==> config.mk <==
export PLATFORM = sky130hd
export DESIGN_NAME = rvl_ctrl_port_arb
export DESIGN_NICKNAME = d
export VERILOG_FILES = /design/src/rtl/rvl_ctrl_port_arb.sv
export SDC_FILE = /design/constraint.sdc
export NUM_CORES = 1
export LEC_CHECK = 0
export CAP_MARGIN = 20
export CELL_PAD_IN_SITES_DETAIL_PLACEMENT = 0
export CELL_PAD_IN_SITES_GLOBAL_PLACEMENT = 1
export CORE_MARGIN = 5
export CORE_UTILIZATION = 12
export CTS_CLUSTER_DIAMETER = 120
export DETAILED_ROUTE_END_ITERATION = 16
export PLACE_DENSITY = 0.89
export SYNTH_ARGS = -nofsm -noshare
export SYNTH_HDL_FRONTEND = slang
export SYNTH_SLANG_ARGS = --single-unit
==> constraint.sdc <==
create_clock -name usr_clk -period 2.5 [get_ports usr_clk]
set_clock_uncertainty 0.15 [all_clocks]
set_input_delay 0.625 -clock usr_clk [delete_from_list [all_inputs] [get_ports usr_clk]]
set_output_delay 0.625 -clock usr_clk [all_outputs]
set_load 0.02 [all_outputs]
==> src/rtl/rvl_ctrl_port_arb.sv <==
// ----------------------------------------------------------------------------
// rvl_ctrl_port_arb
//
// Round-robin arbiter sharing the user port of the Reveal control-register
// RAM between NUM_REQ (2..4) requesters. Each requester issues single-beat
// reads/writes through a valid/ready handshake. The grant is combinational,
// so an accepted beat reaches the RAM on the same edge. Read data comes back
// one cycle later, and rsp_vld tells the issuing requester that it is valid.
//
// Optional feature: define RVL_CTRL_ARB_LOCK_EN to compile in burst lock.
// A requester that holds req_lock keeps the port for up to MAX_LOCK
// consecutive beats. Without the macro, req_lock is ignored.
//
// Ports (all in the usr_clk domain):
//   usr_clk    rising-edge clock
//   usr_rst    synchronous, active-high reset
//   req_vld    per-requester transaction valid
//   req_we     per-requester write (1) / read (0)
//   req_lock   per-requester burst-lock request
//   req_addr   flattened addresses, requester i at [i*ADDR_WIDTH +: ADDR_WIDTH]
//   req_wdata  flattened write data, same packing
//   req_rdy    one-hot-or-zero grant (equals the accept vector)
//   rsp_vld    one-hot-or-zero read-data valid, one cycle after a read accept
//   rsp_rdata  read data shared by all requesters (mem_rdata passthrough)
//   mem_ce     RAM user-port enable
//   mem_we     RAM user-port write enable
//   mem_addr   RAM user-port address
//   mem_wdata  RAM user-port write data
//   mem_rdata  RAM user-port read data (1-cycle latency)
// ----------------------------------------------------------------------------
module rvl_ctrl_port_arb #(
  parameter int ADDR_WIDTH = 8,
  parameter int DATA_WIDTH = 32,
  parameter int NUM_REQ    = 2,
  parameter int MAX_LOCK   = 16
) (
  input  logic                          usr_clk,
  input  logic                          usr_rst,
  input  logic [NUM_REQ-1:0]            req_vld,
  input  logic [NUM_REQ-1:0]            req_we,
  input  logic [NUM_REQ-1:0]            req_lock,
  input  logic [NUM_REQ*ADDR_WIDTH-1:0] req_addr,
  input  logic [NUM_REQ*DATA_WIDTH-1:0] req_wdata,
  output logic [NUM_REQ-1:0]            req_rdy,
  output logic [NUM_REQ-1:0]            rsp_vld,
  output logic [DATA_WIDTH-1:0]         rsp_rdata,
  output logic                          mem_ce,
  output logic                          mem_we,
  output logic [ADDR_WIDTH-1:0]         mem_addr,
  output logic [DATA_WIDTH-1:0]         mem_wdata,
  input  logic [DATA_WIDTH-1:0]         mem_rdata
);

  localparam int IDX_W = (NUM_REQ > 2) ? 2 : 1;

  logic [IDX_W-1:0]   last_gnt;
  logic               rr_any;
  logic [IDX_W-1:0]   rr_idx;
  logic               win_any;
  logic [IDX_W-1:0]   win_idx;
  logic               gnt_any;
  logic               win_we;
  logic [NUM_REQ-1:0] rsp_vld_p1;

  // Round-robin search starting one past the last accepted requester.
  always_comb begin
    int c;
    c      = 0;
    rr_any = 1'b0;
    rr_idx = '0;
    for (int k = 1; k <= NUM_REQ; k++) begin
      c = int'(last_gnt) + k;
      if (c >= NUM_REQ) c = c - NUM_REQ;
      if (!rr_any && req_vld[IDX_W'(c)]) begin
        rr_any = 1'b1;
        rr_idx = IDX_W'(c);
      end
    end
  end

`ifdef RVL_CTRL_ARB_LOCK_EN
  typedef enum logic {LK_UNLOCKED, LK_LOCKED} lock_state_t;

  localparam int CNT_W = 9;

  lock_state_t      lock_st;
  logic [IDX_W-1:0] lock_owner;
  logic [CNT_W-1:0] lock_cnt;
  logic             owner_vld;
  logic             locked_hold;

  assign owner_vld   = req_vld[lock_owner];
  // The owner keeps the port only while it is still requesting. Otherwise
  // everyone arbitrates normally in the same cycle.
  assign locked_hold = (lock_st == LK_LOCKED) && owner_vld;
  assign win_any     = locked_hold ? 1'b1 : rr_any;
  assign win_idx     = locked_hold ? lock_owner : rr_idx;

  always_ff @(posedge usr_clk) begin
    if (usr_rst) begin
      lock_st    <= LK_UNLOCKED;
      lock_owner <= '0;
      lock_cnt   <= '0;
    end else if (gnt_any) begin
      if (locked_hold) begin
        // Beat from the owner: release on lock drop or on the MAX_LOCK-th beat.
        if (!req_lock[win_idx] ||
            (lock_cnt + CNT_W'(1)) == CNT_W'(MAX_LOCK)) begin
          lock_st  <= LK_UNLOCKED;
          lock_cnt <= '0;
        end else begin
          lock_cnt <= lock_cnt + CNT_W'(1);
        end
      end else if (req_lock[win_idx]) begin
        lock_st    <= LK_LOCKED;
        lock_owner <= win_idx;
        lock_cnt   <= CNT_W'(1);
      end else begin
        lock_st  <= LK_UNLOCKED;
        lock_cnt <= '0;
      end
    end else if (lock_st == LK_LOCKED && !owner_vld) begin
      lock_st  <= LK_UNLOCKED;
      lock_cnt <= '0;
    end
  end
`else
  logic unused_lock;
  assign unused_lock = ^req_lock;
  assign win_any     = rr_any;
  assign win_idx     = rr_idx;
`endif

  // Stage p0: grant and RAM drive, all combinational and forced idle in reset.
  assign gnt_any = win_any & ~usr_rst;

  always_comb begin
    req_rdy   = '0;
    win_we    = 1'b0;
    mem_addr  = '0;
    mem_wdata = '0;
    for (int i = 0; i < NUM_REQ; i++) begin
      if (gnt_any && win_idx == IDX_W'(i)) begin
        req_rdy[i] = 1'b1;
        win_we     = req_we[i];
        mem_addr   = req_addr[i*ADDR_WIDTH +: ADDR_WIDTH];
        mem_wdata  = req_wdata[i*DATA_WIDTH +: DATA_WIDTH];
      end
    end
  end

  assign mem_ce = gnt_any;
  assign mem_we = win_we;

  // Stage p1: read-return tag, aligned with the RAM's 1-cycle read latency.
  always_ff @(posedge usr_clk) begin
    if (usr_rst) begin
      last_gnt   <= IDX_W'(NUM_REQ - 1);
      rsp_vld_p1 <= '0;
    end else begin
      rsp_vld_p1 <= win_we ? '0 : req_rdy;
      if (gnt_any) last_gnt <= win_idx;
    end
  end

  assign rsp_vld   = rsp_vld_p1;
  assign rsp_rdata = mem_rdata;

endmodule

## After elaboration in Yosys (flattened, before gate mapping)

Cells that the tools add are included.
W data, S select, Z words.

- Flip-flop bits (word level): 3
- Input port bits: 120
- Output and inout bits: 78

- Add/subtract/negate cells: 4
- $lt $le $gt $ge: 4
- Multiplexer cells: 18
- Bitwise logic cells: 3
- Reduce and logical (&&, ||, !) cells: 5

Operators with widths:

| kind | count |
|---|---|
| $mux W32 | 2 |
| $mux W8 | 2 |
| $mux W1 | 14 |
| $lt A1 B3 Y1 const B | 2 |
| $add A1 B2 Y3 const B | 1 |
| $ge A3 B2 Y1 const B | 1 |
| $logic_and A1 B1 Y1 | 3 |
| $add A1 B1 Y2 const B | 1 |
| $ge A2 B2 Y1 const B | 1 |
| $not A1 Y1 | 2 |
| $reduce_or A2 Y1 | 1 |
| $sub A1 B1 Y1 const B | 2 |
| $and A1 B1 Y1 | 1 |
| $logic_not A1 Y1 | 1 |

## Longest topological paths before layout

Gate-level depths: netlist of the first run.

- Word-level depth: 15
- Gate-level depth with buffers: 4

## Least setup slack after synthesis of the first run

OpenSTA, ideal clock, no wires.

- Path type: input port to output port
- From: input port usr_rst
- To: output port mem_wdata[10]
- Arrival: 1367 ps
- Required time: 1725 ps
- Slack: 358 ps
- Cell stages on the path: 4
- Path buffers: 2
- Path through: nand2b_1 -> buf_4 -> buf_2 -> nor2_1

- Cells in the longest elaborated chain, start to end: 5
- Elaborated cells between the ends (all ways): 6

RTL lines:

| item | RTL line | text |
|---|---|---|
| start: declaration | 38 | `input logic usr_rst,` |
| $not A1 Y1 (*) | 135 | `assign gnt_any = win_any & ~usr_rst;` |
| $and A1 B1 Y1 (*) | 135 |  |
| $logic_and A1 B1 Y1 | 143 | `if (gnt_any && win_idx == IDX_W'(i)) begin` |
| $mux W32 | 143 |  |
| $mux W32 (*) | 143 |  |
| end: declaration | 50 | `output logic [DATA_WIDTH-1:0] mem_wdata,` |

Every way passes the cells marked *; elsewhere a longest branch is shown, timed or not.

## Final worst setup path of the first run

- From: input port usr_rst
- To: output port mem_wdata[4]

Same word-level chain as after synthesis.

==> metrics.md, run 1 <==
| Metric | Value |
|---|---|
| Clk slew on worst S/H paths | 0.03 ns |
| Latest clock arrival within the worst-skew pair | 0.21 ns |
| Sw frac | 32.91% |
| Initial antenna violation count | 0 |
| Max Cap Viol | 0 |
| Post-Synthesis Cells | 136 |
| Synth Area per Inst | between 7 and 8 sq um |
| Gate power share | 66.6% |
| CP Class | primary input to primary output |
| Yosys top cell area share | around two fifths |
| Slowest cell on the critical path | clkdlybuf4s50_1 |
| # diodes | 0 |
| Hold Path Sink | rsp_vld[0]$_SDFF_PP0_ |
| Setup crit end kind | primary output |
| Synth area leaders | mux2i_1 (40%), buf_4 (25%), nor2_1 (16%) |
| Leak | 1.110 nW |
| Sequential power share | 9.5% |
| Die area | 10600 sq um |
| Post-CTS Setup Repair Bufs | 0 |
| Core area | 8551 sq um |
| Worst endpoint required time | 1.73 ns |
| All-Layer GR Usage | 6.326% |
| Worst-case clock buffer depth | 2 |
| Clock share of power | roughly a quarter |
| Total routed wirelength | 4087 um |
| Worst EP arrival | 1.66 ns |
| First-pass GRT wire length | around 5400 um |
| Worst Hold Launch | last_gnt$_SDFFE_PP1P_ |
| FP Rows | 34 |
| Area of the mapped netlist | 1037 sq um |
| Via count | 1242 |
| Largest net degree at the start of global routing | 24 |
| PortBufs | 130 |
| Overall power | 569.7 uW |
| Slew @ Worst Pin | 0.2407 ns |
| Die width | slightly above 100 um |
| Yosys top cell by area | mux2i_1 |
| Final nets | between 300 and 400 |
| Layout cells sized above 1 | 25.11% |
| Pre-CTS WS | -0.4713 ns |
| Net Count, Synth | 256 |
| Final setup violation count | 0 |
| Final cycle utilization of the critical path | 97.40% |
| HPWL after DPL | 3521 um |
| PD cells | 276.4 nW/um^2 |
| Placed cell area | 2216 sq um |
| Drt drc | 0 |
| Count of final max-slew check failures | 0 |
| RSZ-0062 raised after global routing | no |
| Die Y | approximately 100 um |
| Yosys reg bits | 3 |
| Final ANT Viol Nets | 0 |
| Vias in the first global route | 1187 |
| Finished Cell Area | 2061 sq um |
| CTS Buf Count | 3 |
| Max Fclk | 410.7 MHz |
| WHS Path Cells | 3 |
| Hold Buf Count CTS | 0 |
| Crit-path max cell delay | 0.42 ns |
| Worst Reg-to-Reg Cells | 3 |
| Drt pass-1 iters | 3 |
| Reg2reg start | last_gnt$_SDFFE_PP1P_ |
| Final Hold Vio Count | 0 |
| Yosys cell types | 13 |
| CTS tree | done |
| Rel. slew slack | 83.90% |
| CP Launch Type | primary input |
| Internal power | 382.2 uW |
| Minimum clock period | roughly 2.4 ns |
| Synth Warn # | 0 |
| Status | completed |
| VDD IR-drop max | 0.0001074 V |
| Register area share after synthesis | 5.790% |
| Clk sinks | 3 |
| Starting Density | 12.13% |
| RR Endpoint | rsp_vld[0]$_SDFF_PP0_ |
| IO Pins | 198 |
| Gr ovfl total | 0 |
| Wire per inst | 11.92 um |
| Final worst setup slack | 0.06507 ns |
| Hold Crit Class | flop to flop |
| Switching power of the nets | 187.5 uW |
| First DRT Iteration DRCs | 22 |
| Via density | 3.621 |
| Crit path cell chain | clkdlybuf4s50_1 > nand2b_4 > buf_12 > nor2_1 > buf_2 |
| H-tree Lvls | 1 |
| CP max FO | 23 |
| Reg-to-reg setup timing slack | 1.47 ns |
| Routability cong. | roughly 0.65 |
| Root Buffer | clkbuf_8 |
| Synth-to-Final Area Change | 98.67% |
[synth_stat cells]
library cell,number
buf_12,4
buf_2,3
buf_4,34
buf_6,1
dfxtp_1,3
inv_1,1
inv_2,1
mux2i_1,41
nand2b_1,2
nor2_1,43
nor3_1,1
nor3_2,1
xnor2_1,1
[layout make-up]
type	count	area, sq um
tap	108	135.1
sequential	3	61.31
inverter	2	7.507
multi-input combinational	89	618.1
fill	950	6490
clock buffer	4	45.04
timing repair buffer	137	1194
[layout by cell type (no fill, tap or decap), drive strengths merged]
| master | count |
|---|---|
| clkdlybuf4s50 | 85 |
| buf | 51 |
| nor2 | 43 |
| mux2i | 41 |
| clkbuf | 4 |
| dfxtp | 3 |
| nand2b | 2 |
| inv | 2 |
| nor3 | 2 |
| xnor2 | 1 |
| dlymetal6s2s | 1 |
[power groups by stage]
stage	sequential, mW	clock, mW	combinational [mW]
2_1_floorplan	0.0539	0	0.279
3_3_place_gp	0.0550	0	0.412
3_5_place_dp	0.0552	0	0.418
4_1_cts	0.0546	0.139	0.387
5_1_grt	0.0548	0.148	0.407
6_report	0.0544	0.136	0.380
[metrics by stage]
step / hold slack (ns) / TNS, ns / cells / utilization, %
floorplan: 0.4844 / 0 / 136 / -
global placement: 0.5219 / -18.45 / 339 / 25.91
detailed placement: 0.5324 / -19.14 / 339 / 25.91
CTS: 0.5476 / 0 / 343 / 24.04
global route: 0.5714 / 0 / 343 / 24.10
finish: 0.5376 / 0 / 343 / 24.10
[cells by family after synthesis]
logic type / after synthesis / synth area share, %
xor gates and xnor gates: 1 / 0.8445
buffers and inverters: 44 / 35.58
DFF: 3 / 5.790
muxes: 41 / 39.57
and+or+nand+nor: 47 / 18.21
[worst max-delay path by stage]
stage               startpoint  slack (ns)            end
detailed placement     usr_rst       -0.47         mem_we
global route           usr_rst        0.02     req_rdy[0]
finish                 usr_rst        0.07   mem_wdata[4]
CTS                 req_vld[0]        0.02         mem_we
floorplan              usr_rst        0.36  mem_wdata[10]
global placement       usr_rst       -0.44         mem_we
[metal layers]
layer	vias up	routed length, um	GRT usage, %
li1	608	-	-
met1	537	1390	6.062
met2	85	1943	12.04
met3	12	700	2.436
met4	0	53	2.490
met5	-	0	0
[state kept, by name (all words and copies together), names as in the netlist]
signal,flops
rsp_vld,2
last_gnt,1
[timing repair]
item,4_1_cts,5_1_grt
endpoints found under the setup margin,44,8
resized for setup,175,2
gates cloned,0,0
[worst max-delay path, delay by kind of cell]
| family | cells | cell delay, ns |
|---|---|---|
| buffers and inverters | 3 | 0.75 |
| and+or+nand+nor | 2 | 0.28 |
(Power assumes the default switching activity.)
==> inputs of run 2 (changes only) <==
--- a/config.mk
+++ b/config.mk
@@ -9,10 +9,12 @@
 export CELL_PAD_IN_SITES_DETAIL_PLACEMENT = 0
 export CELL_PAD_IN_SITES_GLOBAL_PLACEMENT = 1
 export CORE_MARGIN = 5
-export CORE_UTILIZATION = 12
+export CORE_UTILIZATION = 11
 export CTS_CLUSTER_DIAMETER = 120
 export DETAILED_ROUTE_END_ITERATION = 16
-export PLACE_DENSITY = 0.89
+export HOLD_SLACK_MARGIN = 0.12
+export PLACE_DENSITY = 0.82
+export SLEW_MARGIN = 0
 export SYNTH_ARGS = -nofsm -noshare
 export SYNTH_HDL_FRONTEND = slang
 export SYNTH_SLANG_ARGS = --single-unit
==> constraint.sdc (replaced) <==
create_clock -name usr_clk -period 2.48 [get_ports usr_clk]
set_clock_uncertainty 0.15 [all_clocks]
set_input_delay 0.62 -clock usr_clk [delete_from_list [all_inputs] [get_ports usr_clk]]
set_output_delay 0.62 -clock usr_clk [all_outputs]
set_load 0.02 [all_outputs]
==> metrics.md, run 2 (synthesis results as in run 1) <==
| Metric | Value |
|---|---|
| First-pass GRT wire length | 6555 um (was 5444 um) |
| Initial antenna violation count | 0 (unchanged) |
| Worst endpoint required time | 1.71 ns (was 1.73 ns) |
| Vias in the first global route | 1341 (was 1187) |
| Largest net degree at the start of global routing | 24 (unchanged) |
| GR met2 Demand/Resource | 13.72% (was 12.04%) |
| # fillers | 1010 (was 950) |
| Layout cells sized above 1 | 33.20% (was 25.11%) |
| Drt pass-1 iters | 4 (was 3) |
| CTS tree | done (unchanged) |
| All-Layer GR Usage | 7.136% (was 6.326%) |
| H-tree Lvls | 1 (unchanged) |
| PortBufs | 130 (unchanged) |
| VDD IR-drop max | 0.0001078 V (was 0.0001074 V) |
| Minimum clock period | 2.305 ns |
| Synth-to-Final Area Change | 123.5% (was 98.67%) |
| Drt drc | 0 (unchanged) |
| Final ANT Viol Nets | 0 (unchanged) |
| Hold Crit Class | primary input to flop (was flop to flop) |
| FP Rows | 35 (was 34) |
| Final nets | 362 (was 356) |
| Starting Density | 11.28% (was 12.13%) |
| Most common cell after layout, fill and taps aside | clkdlybuf4s50_1 (unchanged) |
| Count of final max-slew check failures | 0 (unchanged) |
| GRT Max-Usage Layer | met2 (unchanged) |
| Die area | 11470 sq um (was 10600 sq um) |
| Hold Buf Count CTS | 0 (unchanged) |
| Routability cong. | 0.7186 (was 0.6541) |
| Final cycle utilization of the critical path | approximately 93% |
| Hold Slack | 0.4898 ns (was 0.5376 ns) |
| Final Hold Vio Count | 0 (unchanged) |
| Core area | 9196 sq um (was 8551 sq um) |
| PD cells | 273.0 nW/um^2 (was 276.4 nW/um^2) |
| Post-layout util | 25.21% (was 24.10%) |
| Rel. slew slack | 83.14% (was 83.90%) |
| CP Launch Type | primary input (unchanged) |
| Worst EP arrival | 1.54 ns (was 1.66 ns) |
| Wire per inst | 13.84 um (was 11.92 um) |
| Largest register FFs | 2 (unchanged) |
| Final non-filler cell total | 352 (was 343) |
| Clk sinks | 3 (unchanged) |
| Worst-case clock buffer depth | 2 (unchanged) |
| RSZ-0062 raised after global routing | no (unchanged) |
| Max Fclk | 433.8 MHz |
| Overall power | 632.9 uW (was 569.7 uW) |
| Via density | 3.651 (was 3.621) |
| Root Buffer | clkbuf_8 (unchanged) |
| Clk slew on worst S/H paths | 0.03 ns (about the same) |
| Global-route met1 utilization | 6.823% (was 6.062%) |
| CP Class | primary input to primary output (unchanged) |
| DP Cell Count | 342 (was 339) |
| HPWL after DPL | 3538 um (was 3521 um) |
| CP max FO | 8 (was 23) |
| Final setup violation count | 0 (unchanged) |
| Die Y | 107.1 um (was 103.0 um) |
| Post-route setup TNS | 0 ns (unchanged) |
| GR Util met3 | 2.709% (was 2.436%) |
| IO Pins | 198 (unchanged) |
| Status | completed (unchanged) |
| Gr ovfl total | 0 (unchanged) |
| Leak | 1.182 nW (was 1.110 nW) |
| Total routed wirelength | 4871 um (was 4087 um) |
| Reg-to-reg setup timing slack | 1.46 ns (was 1.47 ns) |
| First DRT Iteration DRCs | 36 (was 22) |
| Die width | 107.1 um (was 103.0 um) |
| Via count | 1285 (was 1242) |
| Post-CTS Setup Repair Bufs | 0 (unchanged) |
| Setup crit end kind | primary output (unchanged) |
| Max Cap Viol | 0 (unchanged) |
| CTS Buf Count | 3 (unchanged) |
| Slew @ Worst Pin | 0.2459 ns (was 0.2407 ns) |
| Latest clock arrival within the worst-skew pair | 0.21 ns (about the same) |
| Commonest cells after routing, fill and taps aside | clkdlybuf4s50_1 (84), mux2i_1 (41), buf_4 (33), nor2_1 (27), nor2_2 (15) (was clkdlybuf4s50_1 (85), nor2_1 (42), mux2i_1 (41), buf_2 (41), buf_4 (6)) |
| # diodes | 0 (unchanged) |
## run 2: cell count changes in the layout (fill, tap and decap cells not counted), sizes merged
| cell | change |
|---|---|
| clkdlybuf4s50 | -1 |
| buf | +3 |
| dlygate4sd2 | +1 |
| clkbuf | +3 |
## run 2: per-layer routing
| layer | vias up | routed length, um |
|---|---|---|
| met5 | - | 0 |
| met4 | 0 | 69 |
| met1 | 551 | 1770 |
| met3 | 10 | 731 |
| met2 | 107 | 2300 |
| li1 | 617 | - |
## run 2: final cells by class
| type | count | area (sq um) | area share [%] |
|---|---|---|---|
| flip-flops and latches | 3 | 61.31 | 2.644 |
| inverters | 2 | 7.507 | 0.3238 |
| multi-input cells | 89 | 660.6 | 28.49 |
| clock buffers | 4 | 45.04 | 1.943 |
| repair buffers | 143 | 1405 | 60.60 |
| well taps | 111 | 138.9 | 5.990 |
## run 2: worst max-delay path, stage by stage
cell and delay (ns):
dlygate4sd2_1 0.27, nand2b_4 0.23, clkbuf_16 0.21, nor2_1 0.05
buf_4 0.15
## run 2: final timing paths
kind                              start                    end  cells after the start
setup / recovery             req_vld[0]          mem_wdata[31]                      5
hold / removal                  usr_rst  last_gnt$_SDFFE_PP1P_                      2
setup reg to reg  last_gnt$_SDFFE_PP1P_  last_gnt$_SDFFE_PP1P_                      3
hold reg to reg   last_gnt$_SDFFE_PP1P_  rsp_vld[0]$_SDFF_PP0_                      3
## run 2: where the power goes
group	total [mW]	internal, mW	switching (mW)
Combinational	0.439	0.260	0.178
Sequential	0.0552	0.0519	0.00334
Clock	0.139	0.109	0.0297
Total	0.633	0.422	0.211
## run 2: what timing repair did
item,in CTS,in global routing
cloned,2,4
resized for setup,208,25
setup endpoints to repair,44,33
## run 2: through the flow
step	instance area [sq um]	worst slack (ns)
2_1_floorplan	1037	0.3477
3_3_place_gp	2210	-0.4546
3_5_place_dp	2210	-0.4669
4_1_cts	2192	-0.07562
5_1_grt	2318	0.1137
6_report	2318	0.1748
